--- config.mk ---
export PLATFORM = sky130hd
export DESIGN_NAME = register_file
export DESIGN_NICKNAME = d
export VERILOG_FILES = /design/src/rtl/register_file.sv
export SDC_FILE = /design/constraint.sdc
export NUM_CORES = 1
export LEC_CHECK = 0
export ABC_AREA = 1
export BUFFER_PORTS_ARGS = -buffer_cell sky130_fd_sc_hd__buf_2
export CAP_MARGIN = 10
export CORE_AREA = 2 2 142 144
export DETAILED_ROUTE_END_ITERATION = 10
export DIE_AREA = 0 0 144 146
export PLACE_DENSITY = 0.64
export SKIP_LAST_GASP = 1
export SYNTH_ARGS = -nofsm -noshare
export SYNTH_HDL_FRONTEND = slang
export SYNTH_SLANG_ARGS = --single-unit
--- constraint.sdc ---
create_clock -name clk -period 1.9 [get_ports clk]
set_input_delay 0.285 -clock clk [delete_from_list [all_inputs] [get_ports clk]]
set_output_delay 0.285 -clock clk [all_outputs]
set_load 0.01 [all_outputs]
--- src/rtl/register_file.sv ---
// register_file: DEPTH x WIDTH general-purpose register bank, one write port, two read ports.
// Latency: reads are combinational (0 cycles); a write lands on the next rising clk edge (same-cycle bypass optional).
// Backpressure: none; every write is accepted, writes to addresses >= DEPTH are dropped.
// Ports: clk, rst_n (async active-low clear), clear (sync clear-all), load/waddr/in (write port),
//        raddr_a/out_a and raddr_b/out_b (independent combinational read ports).
module register_file #(
  parameter int WIDTH    = 16,
  parameter int DEPTH    = 8,
  parameter bit BYPASS   = 1'b1,
  parameter bit ZERO_REG = 1'b0,
  localparam int ADDR_W  = (DEPTH > 1) ? $clog2(DEPTH) : 1
) (
  input  logic              clk,
  input  logic              rst_n,
  input  logic              clear,
  input  logic              load,
  input  logic [ADDR_W-1:0] waddr,
  input  logic [WIDTH-1:0]  in,
  input  logic [ADDR_W-1:0] raddr_a,
  output logic [WIDTH-1:0]  out_a,
  input  logic [ADDR_W-1:0] raddr_b,
  output logic [WIDTH-1:0]  out_b
);

  // One extra bit so DEPTH itself is representable when DEPTH is a power of two.
  localparam logic [ADDR_W:0] DEPTH_V = (ADDR_W + 1)'(DEPTH);

  logic [WIDTH-1:0]  mem [DEPTH];
  logic              wr_ok;
  logic [ADDR_W-1:0] raddr [2];
  logic [WIDTH-1:0]  rdata [2];

  assign wr_ok = load && ({1'b0, waddr} < DEPTH_V);

  // Register 0 is never written when ZERO_REG is set; its flop stays at the
  // reset value and is masked on the read side, so it trims away in synthesis.
  always_ff @(posedge clk or negedge rst_n) begin
    if (!rst_n) begin
      for (int i = 0; i < DEPTH; i++) mem[i] <= '0;
    end else if (clear) begin
      for (int i = 0; i < DEPTH; i++) mem[i] <= '0;
    end else if (wr_ok) begin
      for (int i = 0; i < DEPTH; i++) begin
        if (waddr == ADDR_W'(i) && !(ZERO_REG && i == 0)) mem[i] <= in;
      end
    end
  end

  assign raddr[0] = raddr_a;
  assign raddr[1] = raddr_b;

  // Decoded read: addresses >= DEPTH match no entry and fall through to 0.
  // Bypass is gated by clear (the edge will zero the array, not write it) and
  // by rst_n so reset forces both ports to 0 irrespective of the write port.
  always_comb begin
    for (int p = 0; p < 2; p++) begin
      rdata[p] = '0;
      for (int i = 0; i < DEPTH; i++) begin
        if (raddr[p] == ADDR_W'(i) && !(ZERO_REG && i == 0)) rdata[p] = mem[i];
      end
      if (BYPASS && wr_ok && !clear && (waddr == raddr[p]) &&
          !(ZERO_REG && raddr[p] == '0)) begin
        rdata[p] = in;
      end
      if (!rst_n) rdata[p] = '0;
    end
  end

  assign out_a = rdata[0];
  assign out_b = rdata[1];

endmodule

=== After elaboration in Yosys (flattened, before gate mapping) ===
Cells that the tools add are included.

* Bits in registers: 128
* Latch bits: 0
* Bits in writable memories: 0
* Memory bits (read-only): 0
* Input bits: 29
* Memories kept: 0

* Add/subtract/negate cells: 0
* Multipliers: 0
* Divide/modulo/power cells: 0
* $lt $le $gt $ge: 0
* Equality and inequality tests: 23
* Shifts and indexed selects: 0
* Muxes and demuxes: 30
* Bitwise logic cells: 0
* Reductions and logical operators: 24

{| class="wikitable"
|+ Operators by type and width
! kind !! number
|-
| two-way mux 16 bit || 28
|-
| two-way mux 128 bit || 2
|-
| equality test 3 bit, second input constant || 12
|-
| equality test 3 x 2 -> 1 bit, second input constant || 6
|-
| nonzero test 2 bit || 9
|-
| AND reduction 2 bit || 8
|-
| equality test 3 x 1 -> 1 bit, second input constant || 3
|-
| zero test 3 bit || 3
|-
| equality test 3 bit || 2
|-
| logical AND 1 bit || 3
|-
| zero test 1 bit || 1
|}

=== Logic depth before layout (Yosys ltp) ===
* Depth after elaboration: 11
* Gate-level depth with buffers: 11
* Mapped depth without buffers: 10

=== Worst setup path after synthesis ===
OpenSTA, ideal clock, no wires.

* Path kind: input -> output
* From: input port clear
* To: output port out_a[7]
* Arrival: 1454 ps
* Data required time: 1615 ps
* Setup slack: 161 ps
* Cell stages on the path: 7
* Path through: buf_2 clkinv_2 nand2_1 nor3_4 buf_4 a22oi_1 a21oi_1

* Cells in the longest elaborated chain, start to end: 5

{| class="wikitable"
|+ RTL lines
! item !! RTL line !! source
|-
| start, declared || 15 || <nowiki>input logic clear,</nowiki>
|-
| zero test 1 bit || 61 || <nowiki>if (BYPASS && wr_ok && !clear && (waddr == raddr[p]) &&</nowiki>
|-
| logical AND 1 bit (2 in series) || 61 ||
|-
| two-way mux 16 bit || 61 ||
|-
| two-way mux 16 bit || 65 || <nowiki>if (!rst_n) rdata[p] = '0;</nowiki>
|-
| end, declared || 20 || <nowiki>output logic [WIDTH-1:0] out_a,</nowiki>
|}

No other way between the ends.

=== Worst setup path after layout ===
* From: input port waddr[0]
* To: output port out_a[12]

* Cells in the longest elaborated chain, start to end: 4

{| class="wikitable"
|+ RTL lines
! item !! RTL line !! source
|-
| start, declared || 17 || <nowiki>input logic [ADDR_W-1:0] waddr,</nowiki>
|-
| equality test 3 bit || 61 ||
|-
| logical AND 1 bit || 61 ||
|-
| two-way mux 16 bit || 61 ||
|-
| two-way mux 16 bit || 65 ||
|}

No other way between the ends.

==> reports/qor.csv <==
metric;value;unit
outcome;finished, violations left;
violations;negative setup slack;
yosysTopAreaCell;dfrtp_1;
yosysTopAreaCellShare;41.9;%
yosysMostFrequentCell;nand2_1;
maxSlewViolCount;0;
syn_to_final_growth;31.3;%
fin_worst_skew;0;ns
max-vdd-ir-drop;646;uV
async_flop_share;100;%
die-width;144;um
grt_first_pass_wirelength;38.7;mm
route.detailed.drc;0;
top_regs;mem x128;
power.density;802;nW/um2
setup_slack;-0.0339;ns
start_util;39.5;%
setup-tns-final;-0.0902;ns
clock-sinks;128;
clock_path_buffers;2;
clk_pin_slew;0.06;ns
fmax;0.517;GHz
antenna_found_initial;1;
wirelength;25.5;mm
synth_edf_count;0;
wl_per_cell;18.0;um
grt_max_degree;63;
fin_hold_ws;0.0174;ns
dp_slack;-0.0839;ns
final_area;10000;um2
globalRouteTotalUtil;24.1;%
grt_pass1_vias;7230;
ys_ff_latch;128;
ys_seq_area_share;41.9;%
clk_latency;0.42;ns
hpwl;16.9;mm
syn_avg_cell_area;7.55;um2
synth_cell_type_count;27;
yosys-top-cells-area;dfrtp_1 (42%), nand2_1 (14%), mux2_2 (10%);
cp_max_fo;15;
cts-root-buf;clkbuf_16;
timing.final.crit_share;102;%
io_buffer_count;60;
synth_ff_type;dfrtp_1;
hold_path.class;in -> async;
final_hold_viol_count;0;
drive_above_1_share;28.1;%
tightest_slew;0.692;ns
core;19300;um2
post_dp_cell_area;8950;um2
syn_area;7640;um2
synth_nets;1041;
largest_reg_flops;128;
relSlewSlack;53.7;%
h-tree-depth;4;
grt.overflow.total;0;
avgViaCountPerCell;5.32;
worstSetupPathType;in -> out;
cts_tree;done;
core.rowCount;51;
fin_nets;1166;
routed-via-count;7536;
synth_cells;1012;
io_pins;61;
critPathCaptureType;output port;
min_period;1.93;ns
worst_setup_path_start_kind;input port;
drv_cap;0;
yosys_warnings;0;
setup_viol_count_final;8;
power.leakage;4.80;nW
required;1.62;ns
die_area;21000;um2
drt_iter0_markers;612;
cts-buffers-inserted;17;
gp_congestion;0.882;
regMostFlops;mem;
crit_arrival;1.65;ns
dr.pass1.iters;5;
die_h;146;um
yosys-top-cells-count;nand2_1 (291), dfrtp_1 (128), inv_1 (122), o21ai_0 (113), nor2_1 (96);
ant_nets;0;
rsz0062_at_grt;yes;
==> stage by stage <==
stage	cells	util (%)	power, mW
CTS	1407	50.1	7.98
global placement	1371	46.3	4.51
global route	1416	51.9	8.37
floorplan	1012	-	3.91
detailed placement	1371	46.3	4.54
finish	1416	51.9	8.05
==> layout by cell type (no fill, tap or decap), types with 3 or more instances in the layout <==
cell type / Yosys / final
nand3_2: 0 / 5
bufinv_16: 0 / 3
nor3_4: 8 / 8
clkinvlp_4: 0 / 5
a22oi_1: 13 / 13
xor2_1: 3 / 3
a21oi_2: 1 / 16
nor2_1: 96 / 87
clkbuf_16: 0 / 18
a21oi_1: 47 / 31
nor3_2: 2 / 3
buf_4: 8 / 53
nor2_2: 0 / 9
buf_2: 16 / 53
o21ai_0: 113 / 102
buf_6: 4 / 14
nand3_1: 23 / 17
clkinv_4: 0 / 4
o21ai_1: 3 / 12
dfrtp_1: 128 / 128
buf_12: 0 / 28
inv_1: 122 / 119
nand2_4: 1 / 6
nand2_1: 291 / 276
dlygate4sd3_1: 0 / 3
nand4_1: 34 / 34
nand2_2: 0 / 12
mux2_2: 70 / 70
==> kinds of logic after synthesis <==
group / count (synthesis) / synth area share [%]
AND/OR/NAND/NOR: 456 / 25.5
flip-flops: 128 / 41.9
AO/OA/AOI/OAI: 179 / 12.2
multiplexers: 70 / 10.3
XOR/XNOR: 3 / 0.344
buffers and inverters: 176 / 9.74
==> power by group <==
part | internal [mW] | switching (mW)
Sequential | 2.97 | 0.156
Combinational | 0.631 | 0.892
Clock | 2.13 | 1.27
==> timing repair <==
item                       in CTS  in global routing
gates resized for setup        26                 82
gates cloned                    1                  3
buffers inserted                3                  3
pin swaps                       6                 40
hold endpoints to repair       32                 24
hold buffers                    1                  2
setup endpoints to repair      29                 32
==> layer usage <==
layer | vias to the layer above | wire, um | track usage, %
met1 | 3579 | 10100 | 31.3
met5 | - | 0 | 0
li1 | 3529 | - | -
met3 | 69 | 2070 | 4.05
met2 | 359 | 12200 | 39.4
met4 | 0 | 1020 | 10.8
==> layout make-up <==
| class | count | area, um2 |
|---|---|---|
| clock inverter | 12 | 160 |
| tap | 265 | 332 |
| inverter | 126 | 493 |
| antenna | 1 | 2.50 |
| fill | 1777 | 9300 |
| sequential | 128 | 3200 |
| timing repair buffer | 154 | 1470 |
| multi-input combinational | 710 | 3930 |
| clock buffer | 20 | 457 |
==> critical path: stages <==
cell,delay [ns]
buf_2,0.15
inv_1,0.10
o22ai_1,0.26
a21oi_4,0.06
buf_12,0.15
buf_12,0.15
a21oi_1,0.15
nand3_1,0.11
nand2_1,0.07
inv_1,0.03
buf_2,0.13
==> path summary, 6_finish.rpt <==
| check | cells after the start | slack, ns | end | startpoint |
|---|---|---|---|---|
| worst max-delay path | 11 | -0.03 | out_a[12] | waddr[0] |
| worst min-delay path | 3 | 0.02 | mem[27]$_DFFE_PN0P_ | rst_n |
| worst max register to register | 1 | 1.08 | mem[96]$_DFFE_PN0P_ | mem[96]$_DFFE_PN0P_ |
| worst min register to register | 1 | 0.53 | mem[113]$_DFFE_PN0P_ | mem[113]$_DFFE_PN0P_ |
| max in group asynchronous | 3 | 0.81 | mem[16]$_DFFE_PN0P_ | rst_n |
| min in group clk | 5 | 0.25 | mem[20]$_DFFE_PN0P_ | in[4] |
No activity file was read; power rests on OpenSTA's default activity.
